**src/rtl/mem_pkg.sv**
```systemverilog
// Shared definitions for the data-memory load/store front end:
// access size encodings, FSM states and the alignment rule.
package mem_pkg;

    localparam logic [1:0] SZ_BYTE = 2'b00;
    localparam logic [1:0] SZ_HALF = 2'b01;
    localparam logic [1:0] SZ_WORD = 2'b10;
    localparam logic [1:0] SZ_RSVD = 2'b11;

    typedef enum logic [1:0] {
        ST_IDLE  = 2'b00,
        ST_READ  = 2'b01,
        ST_WRITE = 2'b10,
        ST_RESP  = 2'b11
    } state_t;

    // Halfwords need an even offset, words a zero offset.
    function automatic logic misaligned(
        input logic [1:0] size,
        input logic [1:0] offset
    );
        return ((size == SZ_HALF) && offset[0]) ||
               ((size == SZ_WORD) && (offset != 2'b00));
    endfunction

endpackage

```
**src/rtl/mem_lane_align.sv**
```systemverilog
// Byte-lane steering: load extract/extend and sub-word store merge.
// Purely combinational; lanes are little-endian (offset 0 = bits 7:0).
module mem_lane_align
    import mem_pkg::*;
(
    input  logic [31:0] word,
    input  logic [1:0]  offset,
    input  logic [1:0]  size,
    input  logic        is_unsigned,
    input  logic [31:0] wdata,
    output logic [31:0] load_data,
    output logic [31:0] merged
);

    logic [7:0]  byte_sel;
    logic [15:0] half_sel;

    // Pick the addressed lane out of the read word.
    always_comb begin
        byte_sel = word[7:0];
        case (offset)
            2'd0:    byte_sel = word[7:0];
            2'd1:    byte_sel = word[15:8];
            2'd2:    byte_sel = word[23:16];
            default: byte_sel = word[31:24];
        endcase
        half_sel = offset[1] ? word[31:16] : word[15:0];
    end

    // Extend the selected lane; word loads pass straight through.
    always_comb begin
        load_data = 32'h0;
        case (size)
            SZ_BYTE: load_data = is_unsigned ? {24'h0, byte_sel}
                                             : {{24{byte_sel[7]}}, byte_sel};
            SZ_HALF: load_data = is_unsigned ? {16'h0, half_sel}
                                             : {{16{half_sel[15]}}, half_sel};
            SZ_WORD: load_data = word;
            default: load_data = 32'h0;
        endcase
    end

    // Overwrite only the addressed lane, keep the rest of the word.
    always_comb begin
        merged = word;
        case (size)
            SZ_BYTE: begin
                case (offset)
                    2'd0:    merged[7:0]   = wdata[7:0];
                    2'd1:    merged[15:8]  = wdata[7:0];
                    2'd2:    merged[23:16] = wdata[7:0];
                    default: merged[31:24] = wdata[7:0];
                endcase
            end
            SZ_HALF: begin
                if (offset[1]) merged[31:16] = wdata[15:0];
                else           merged[15:0]  = wdata[15:0];
            end
            SZ_WORD: merged = wdata;
            default: merged = word;
        endcase
    end

endmodule

```
**src/rtl/mem_access_unit.sv**
```systemverilog
// Load/store front end for the word-wide single-port data memory.
// Sub-word stores are done as read-modify-write through mem_lane_align.
module mem_access_unit
    import mem_pkg::*;
#(
    parameter int ADDR_WIDTH = 10,
    parameter int DATA_WIDTH = 32,
    parameter int RD_LAT     = 1
) (
    input  logic                  clk,
    input  logic                  rst_n,
    input  logic                  req_valid,
    output logic                  req_ready,
    input  logic                  req_we,
    input  logic [1:0]            req_size,
    input  logic                  req_unsigned,
    input  logic [ADDR_WIDTH+1:0] req_addr,
    input  logic [DATA_WIDTH-1:0] req_wdata,
    output logic                  rsp_valid,
    output logic [DATA_WIDTH-1:0] rsp_rdata,
    output logic                  rsp_err,
    output logic [ADDR_WIDTH-1:0] mem_address,
    output logic                  mem_we,
    output logic [DATA_WIDTH-1:0] mem_in,
    input  logic [DATA_WIDTH-1:0] mem_out
);

    state_t      state;
    logic [1:0]  lat_cnt;
    logic        op_we;
    logic [1:0]  op_size;
    logic        op_unsigned;
    logic [1:0]  op_offset;
    logic [31:0] op_wdata;
    logic [31:0] load_data;
    logic [31:0] merged;
    logic        accept;
    logic        req_err;

    assign req_ready = (state == ST_IDLE);
    assign accept    = req_valid && req_ready;
    assign req_err   = misaligned(req_size, req_addr[1:0]) ||
                       (req_size == SZ_RSVD);

    mem_lane_align u_align (
        .word        (mem_out),
        .offset      (op_offset),
        .size        (op_size),
        .is_unsigned (op_unsigned),
        .wdata       (op_wdata),
        .load_data   (load_data),
        .merged      (merged)
    );

    // FSM, read-latency counter and all registered outputs.
    always_ff @(posedge clk or negedge rst_n) begin
        if (!rst_n) begin
            state       <= ST_IDLE;
            lat_cnt     <= 2'd0;
            op_we       <= 1'b0;
            op_size     <= SZ_BYTE;
            op_unsigned <= 1'b0;
            op_offset   <= 2'd0;
            op_wdata    <= 32'h0;
            mem_address <= '0;
            mem_we      <= 1'b0;
            mem_in      <= '0;
            rsp_valid   <= 1'b0;
            rsp_rdata   <= '0;
            rsp_err     <= 1'b0;
        end else begin
            rsp_valid <= 1'b0;
            case (state)
                ST_IDLE: begin
                    if (accept) begin
                        op_we       <= req_we;
                        op_size     <= req_size;
                        op_unsigned <= req_unsigned;
                        op_offset   <= req_addr[1:0];
                        op_wdata    <= req_wdata;
                        mem_address <= req_addr[ADDR_WIDTH+1:2];
                        rsp_rdata   <= '0;
                        rsp_err     <= 1'b0;
                        if (req_err) begin
                            rsp_valid <= 1'b1;
                            rsp_err   <= 1'b1;
                            state     <= ST_RESP;
                        end else if (req_we && req_size == SZ_WORD) begin
                            mem_in <= req_wdata;
                            mem_we <= 1'b1;
                            state  <= ST_WRITE;
                        end else begin
                            lat_cnt <= 2'(RD_LAT - 1);
                            state   <= ST_READ;
                        end
                    end
                end
                ST_READ: begin
                    if (lat_cnt != 2'd0) begin
                        lat_cnt <= lat_cnt - 2'd1;
                    end else if (op_we) begin
                        mem_in <= merged;
                        mem_we <= 1'b1;
                        state  <= ST_WRITE;
                    end else begin
                        rsp_rdata <= load_data;
                        rsp_valid <= 1'b1;
                        state     <= ST_RESP;
                    end
                end
                ST_WRITE: begin
                    mem_we    <= 1'b0;
                    rsp_valid <= 1'b1;
                    state     <= ST_RESP;
                end
                ST_RESP: begin
                    state <= ST_IDLE;
                end
                default: begin
                    state <= ST_IDLE;
                end
            endcase
        end
    end

endmodule

```
**config.mk**
```make
export PLATFORM = sky130hd
export DESIGN_NAME = mem_access_unit
export DESIGN_NICKNAME = d
export VERILOG_FILES = /design/src/rtl/mem_pkg.sv /design/src/rtl/mem_lane_align.sv /design/src/rtl/mem_access_unit.sv
export SDC_FILE = /design/constraint.sdc
export NUM_CORES = 1
export LEC_CHECK = 0
export BUFFER_PORTS_ARGS = -buffer_cell sky130_fd_sc_hd__clkbuf_2
export CAP_MARGIN = 20
export CELL_PAD_IN_SITES_DETAIL_PLACEMENT = 1
export CELL_PAD_IN_SITES_GLOBAL_PLACEMENT = 2
export CORE_ASPECT_RATIO = 2
export CORE_MARGIN = 10
export CORE_UTILIZATION = 34
export CTS_CLUSTER_DIAMETER = 40
export CTS_CLUSTER_SIZE = 16
export DETAILED_ROUTE_END_ITERATION = 16
export HOLD_SLACK_MARGIN = 0.08
export PLACE_DENSITY = 0.78
export RECOVER_POWER = 100
export SYNTH_ARGS = -nofsm -noshare
export SYNTH_HDL_FRONTEND = slang
export SYNTH_SLANG_ARGS = --single-unit
```
**constraint.sdc**
```tcl
create_clock -name clk -period 2.4 [get_ports clk]
set_clock_uncertainty 0.15 [all_clocks]
set_input_delay 0.48 -clock clk [delete_from_list [all_inputs] [get_ports clk]]
set_output_delay 0.48 -clock clk [all_outputs]
set_load 0.02 [all_outputs]
```
==> results of run 1 <==
[path summary, 6_finish.rpt]
check	cells past startpoint	slack, ps	to	start
setup reg to reg	7	110	rsp_rdata[27]	state[1]
min in group asynchronous	2	620	mem_in[29]	rst_n
hold / removal	2	130	mem_address[2]	req_addr[4]
max in group asynchronous	3	300	op_size[1]	rst_n
hold reg to reg	1	340	mem_in[31]	mem_in[31]
setup / recovery	7	110	rsp_rdata[27]	state[1]
[placed cells by master, fill, tap and decap left out, types with 15 or more instances in the layout]
cell and count:
nor2_1 25, a21oi_1 31, clkbuf_2 82, dfrtp_1 118, clkbuf_1 78, a221o_1 36
clkbuf_16 17, mux2_2 56, buf_4 33, a311oi_1 15, nand2_1 41, mux2i_1 18
a221oi_1 17
[registers in the layout, summed over array words and instances (netlist names)]
name / flops
mem_in: 32
rsp_err: 1
op_wdata: 32
op_unsigned: 1
op_offset: 2
lat_cnt: 2
op_size: 2
op_we: 1
state: 2
mem_we: 1
rsp_valid: 1
mem_address: 10
rsp_rdata: 32
[routing by layer]
layer / vias up / track usage [%] / routed length, um
met4: 0 / 8.470 / 671
li1: 2760 / - / -
met5: - / 0 / 0
met1: 3106 / 20.06 / 9614
met2: 180 / 36.21 / 13960
met3: 36 / 4.926 / 1202
[where the power goes]
group          leakage (nW)  switching [mW]  total [mW]  internal [mW]
clock network         0.289           0.994        2.66           1.66
logic                  1.85            4.13        6.87           2.74
registers              1.47           0.833        3.81           2.98
total                  3.61            5.95        13.3           7.38
[cell families (layout without fill, tap and decap cells)]
logic type      count (synthesis)  after routing  share of synthesized area, %
compound gates                215            215                         25.33
simple gates                  135            135                         11.02
flops                         119            119                         44.75
mux                            77             77                         13.03
buf+inv                        71            249                         4.739
fa+ha+maj                       6              6                         1.128
other cells                     0              2                             0
[timing repair]
action / CTS / global route
endpoints found under the hold margin: 16 / 0
endpoints found under the setup margin: 0 / 48
hold buffers: 1 / 0
gates resized for setup: 0 / 6
setup buffers: 0 / 3
[layout make-up]
type	count	area [sq um]	area share (%)
diodes	2	5.005	0.05888
inverters	13	48.80	0.5741
flip-flops and latches	119	2979	35.05
well taps	259	324.1	3.813
repair buffers	205	1155	13.59
clock buffers	18	439.2	5.167
multi-input cells	433	3374	39.70
clock inverters	13	173.9	2.046
[through the flow]
step	hold WS (ps)	utilization, %	power, mW	instance area (sq um)
after floorplan	34.41	-	8.199	6654
after global placement	223.5	41.12	10.47	7926
after detailed placement	226.5	41.12	10.81	7926
after CTS	114.9	44.35	13.55	8549
after global routing	128.5	44.09	14.20	8499
final	128.0	44.09	13.34	8499
==> Flow_metrics.wiki, run 1 <==
{| class="wikitable"
! Metric !! Value
|-
| All-Layer GR Usage || 19.50%
|-
| Clock Tree Buf Depth || 2
|-
| Final min period || 2290 ps
|-
| Area of the die || 25,910 sq um
|-
| Critical path endpoint category || flop
|-
| Outcome || finished, final reports clean
|-
| Clock root buffer master || clkbuf_16
|-
| Number of nets in the layout || 878
|-
| Number of DRC markers in iteration 0 || 391
|-
| CP peak stage delay || 410 ps
|-
| Number of setup violations in the final report || 0
|-
| Number of instances in the synthesized netlist || 623
|-
| Critical setup path kind || flop to flop
|-
| Detail-routed net length per standard cell || 23.96 um
|-
| Port bufs || 160
|-
| Area Growth Syn to Fin || 27.74%
|-
| Post-Place Worst Slack || 54.11 ps
|-
| Final Non-Filler Cells || 1,062
|-
| Standard cell core area || 19,280 sq um
|-
| List of cells traversed by the critical path || inv_1, ha_2, buf_12, nor2_1, a211o_1, buf_12, a221o_1
|-
| Clock tree from TritonCTS || yes
|-
| Via count of the first global-routing pass || 6,873
|-
| Most numerous cell types in the synthesized netlist || dfrtp_1 (119), mux2_2 (56), nand2_1 (42)
|-
| H-tree depth reported by CTS || 4
|-
| Kind of path behind the tightest hold check || primary input to flop
|-
| Fmax || 436.7 MHz
|-
| Max-capacitance violation count || 0
|-
| Die width || 118.9 um
|-
| Worst Tran Pin Value || 1081 ps
|-
| Share of the synthesized area in the top cell type || 44.75%
|-
| WL final || 25.45 mm
|-
| Pwr dens || 1569 nW/um^2
|-
| Vias per cell || 5.727
|-
| Flop and latch count out of synthesis || 119
|-
| Aggregate global routing overflow || 0
|-
| Share of final-layout standard cells stronger than drive strength 1 || 29.84%
|-
| DRC violation count after routing || 0
|-
| Pin count of the biggest net entering global routing || 64
|-
| Number of enable flip-flop cells after synthesis || 0
|-
| Global-route wire length before repair || 39.59 mm
|-
| Critical path fanouts, max || 34
|-
| CP startpoint kind || flop
|-
| Floorplan die height || 217.8 um
|-
| Placed wire-length estimate after detailed placement || 19.78 mm
|-
| Sequential-to-total area share from yosys stat || 44.75%
|-
| Async S/R FF share, synth || 100.0%
|-
| Router iterations before antenna repair || 4
|-
| Leakage component of the power || 3.611 nW
|-
| Period Utilization, post-route || 95.42%
|-
| Cell with the most instances after synthesis || dfrtp_1
|-
| Number of placed cells counting well taps || 1,025
|-
| Top cell type by total area after synthesis || dfrtp_1
|-
| Number of antenna violations at the first check in global routing || 2
|-
| Critical path data arrival time || 2440 ps
|-
| Boundary pin count || 161
|-
| Average cell area after synthesis || 10.68 sq um
|-
| Remaining max-slew budget at the tightest pin || 27.95%
|-
| Number of standard-cell rows in the floorplan || 72
|-
| Effective utilization at floorplan || 34.51%
|-
| Total number of vias || 6,082
|-
| Most used cell along the critical path || buf_12
|-
| Filler instances || 2,255
|-
| Remaining antenna violation count after routing || 0
|-
| Inserted Clock Buffers || 17
|-
| CTS sink cnt || 119
|-
| Netlist area before placement || 6654 sq um
|-
| Category of cells accounting for the largest share of critical-path delay || compound AO/OA/AOI/OAI gates
|-
| Clock slew seen by the registers of the worst setup and hold paths || 60 ps
|-
| Insertion delay of the later-clocked pin in the worst-skew pair || 430 ps
|-
| Critical path's slowest cell || dfrtp_1
|-
| Dominant synthesized flop cell || dfrtp_1
|-
| Netlist cell types || 65
|-
| Top area cells in the synthesized netlist || dfrtp_1 (45%), mux2_2 (9.5%), a221o_1 (5.4%)
|-
| Sum of negative setup slack || 0 ps
|-
| Post-Syn Nets || 712
|-
| CP Data Required Time || 2550 ps
|-
| Maximum vdd drop || 0.5839 mV
|-
| Final setup margin || 109.8 ps
|-
| Ys Warns || 0
|-
| Final hold vios || 0
|-
| GPL Wtd Cong || 0.8657
|-
| Fin. max-slew vios || 0
|-
| Count of buffering cells on the critical path with inverters included || 3
|}
No activity file was read; power rests on OpenSTA's default activity.
==> inputs of run 2 (changes only) <==
--- a/config.mk
+++ b/config.mk
@@ -18,6 +18,7 @@
 export HOLD_SLACK_MARGIN = 0.08
 export PLACE_DENSITY = 0.78
 export RECOVER_POWER = 100
+export SETUP_SLACK_MARGIN = 0.3
 export SYNTH_ARGS = -nofsm -noshare
 export SYNTH_HDL_FRONTEND = slang
 export SYNTH_SLANG_ARGS = --single-unit
==> run 2 against run 1 <==
Flip-flop and latch count unchanged; sequential power increased by 2%; sequential share of layout area decreased by 1.7 points; routed wire length increased by 6.6%; via count increased by 3.6%; power increased by 7.7%; critical path depth decreased by 1; fmax increased by 4.0%.
==> Flow_metrics.wiki, run 2 (synthesis results as in run 1) <==
{| class="wikitable"
! Metric !! Value
|-
| Global Route met1 Usage || 20.46%
|-
| Pwr dens || 1609 nW/um^2
|-
| Critical setup path kind || flop to flop
|-
| Number of setup violations in the final report || 0
|-
| Global-route wire length before repair || 40.54 mm
|-
| Critical path data arrival time || 2360 ps
|-
| Post-placement cell area || 7923 sq um
|-
| Share of final-layout standard cells stronger than drive strength 1 || 35.42%
|-
| Clock slew seen by the registers of the worst setup and hold paths || 60 ps
|-
| Highest-count cells in the layout ignoring fill and taps || dfrtp_1 (116), clkbuf_2 (89), clkbuf_1 (78)
|-
| Port bufs || 160
|-
| Number of nets in the layout || 906
|-
| H-tree depth reported by CTS || 4
|-
| Critical path endpoint category || flop
|-
| Worst Tran Pin Value || 1007 ps
|-
| Met2 routing resource usage after global routing || 36.83%
|-
| CTS sink cnt || 119
|-
| Leakage component of the power || 3.811 nW
|-
| Final hold vios || 0
|-
| Number of DRC markers in iteration 0 || 301
|-
| Boundary pin count || 161
|-
| Total number of vias || 6,303
|-
| Seq pwr share || 27.1%
|-
| All-Layer GR Usage || 20.01%
|-
| WL final || 27.12 mm
|-
| Number of standard-cell rows in the floorplan || 72
|-
| Kind of path behind the tightest hold check || primary input to flop
|-
| Clk pwr share || 18.7%
|-
| DRC violation count after routing || 0
|-
| Maximum vdd drop || 0.6782 mV
|-
| Remaining max-slew budget at the tightest pin || 32.84%
|-
| Area of the die || 25,910 sq um
|-
| Number of antenna violations at the first check in global routing || 1
|-
| Part of the power in combinational logic || 54.2%
|-
| CP Data Required Time || 2560 ps
|-
| Floorplan die height || 217.8 um
|-
| Final core utilization || 46.32%
|-
| CP startpoint kind || flop
|-
| Aggregate global routing overflow || 0
|-
| Die width || 118.9 um
|-
| Commonest non-fill, non-tap cell in the layout || dfrtp_1
|-
| GPL Wtd Cong || 0.9109
|-
| Top Registers || mem_in: 32 flops, op_wdata: 32 flops, rsp_rdata: 32 flops
|-
| Net Sw Power || 6.393 mW
|-
| Vias per cell || 5.783
|-
| Clock root buffer master || clkbuf_16
|-
| Remaining antenna violation count after routing || 0
|-
| Insertion delay of the later-clocked pin in the worst-skew pair || 430 ps
|-
| Period Utilization, post-route || 91.74%
|-
| Clock Tree Buf Depth || 2
|-
| Router iterations before antenna repair || 6
|-
| Clock tree from TritonCTS || yes
|-
| Fraction of met3 tracks used by global routing || 5.419%
|-
| Outcome || finished, final reports clean
|-
| Fin. max-slew vios || 0
|-
| Standard cell core area || 19,280 sq um
|-
| Final min period || 2202 ps
|-
| Detail-routed net length per standard cell || 24.88 um
|-
| Fmax || 454.2 MHz
|-
| Sum of negative setup slack || 0 ps
|-
| Max-capacitance violation count || 0
|-
| Highest-utilization routing layer at the global route stage || met2
|-
| Pin count of the biggest net entering global routing || 48
|-
| Via count of the first global-routing pass || 6,972
|-
| Hold WS || 127.8 ps
|-
| Area of all placed cells without fillers || 8930 sq um
|-
| Effective utilization at floorplan || 34.51%
|-
| Int Power || 7.975 mW
|-
| Inserted Clock Buffers || 17
|-
| Area Growth Syn to Fin || 34.20%
|-
| Net switching fraction of the power || 44.50%
|-
| Placed wire-length estimate after detailed placement || 20.16 mm
|-
| Setup repair after global routing missed its margin || true
|-
| Critical path fanouts, max || 8
|}
run 2: metal layers:
layer | share of wire, % | up-vias
met5 | 0 | -
met4 | 3.6 | 0
met3 | 4.9 | 53
met2 | 55 | 211
met1 | 36 | 3213
li1 | - | 2826
run 2: power groups by stage:
| stage | sequential, mW | clock (mW) | combinational [mW] |
|---|---|---|---|
| final | 3.89 | 2.69 | 7.79 |
| after global routing | 3.98 | 2.84 | 8.42 |
| after CTS | 3.88 | 2.74 | 7.37 |
| after detailed placement | 3.90 | 0 | 6.90 |
| after global placement | 3.85 | 0 | 6.66 |
| after floorplan | 4.21 | 0 | 4.07 |
run 2: area by class of cell:
class                   instances  area, sq um
diodes                          1        2.502
clock buffers                  18        429.2
clock inverters                14        187.7
fillers                      2218        10350
inverters                      13        51.30
multi-input cells             434         3523
flip-flops and latches        119         2982
well taps                     259        324.1
repair buffers                232         1430
run 2: metrics by stage:
| stage | total power [mW] | cells | worst slack (ps) |
|---|---|---|---|
| finish | 14.37 | 1090 | 198.3 |
| global route | 15.24 | 1090 | 132.5 |
| CTS | 13.98 | 1071 | 301.9 |
| detailed placement | 10.80 | 1026 | 11.33 |
| global placement | 10.51 | 1026 | 109.1 |
| floorplan | 8.284 | 623 | 301.6 |
run 2: worst max-delay path, cell delays in order, from the launching register on:
cell,delay [ps]
dfrtp_1,480
inv_4,80
ha_4,210
and2b_4,210
a211o_4,370
clkbuf_2,210
a221o_1,370
run 2: repair_timing:
item                       CTS  global route
buffers inserted            10            15
hold endpoints to repair    34             0
cloned                       2             3
hold buffers                 1             0
setup endpoints to repair   64            65
gates resized for setup     25            34
pin swaps                    5            23
run 2: path summary, 6_finish.rpt:
check,depth (start not counted),endpoint,slack [ps],startpoint
setup / recovery,6,rsp_rdata[16],200,state[0]
hold / removal,2,mem_address[1],130,req_addr[3]
setup reg to reg,6,rsp_rdata[16],200,state[0]
hold reg to reg,2,op_wdata[29],330,op_wdata[29]
max in group asynchronous,3,mem_in[19],670,rst_n
min in group asynchronous,2,mem_in[13],630,rst_n
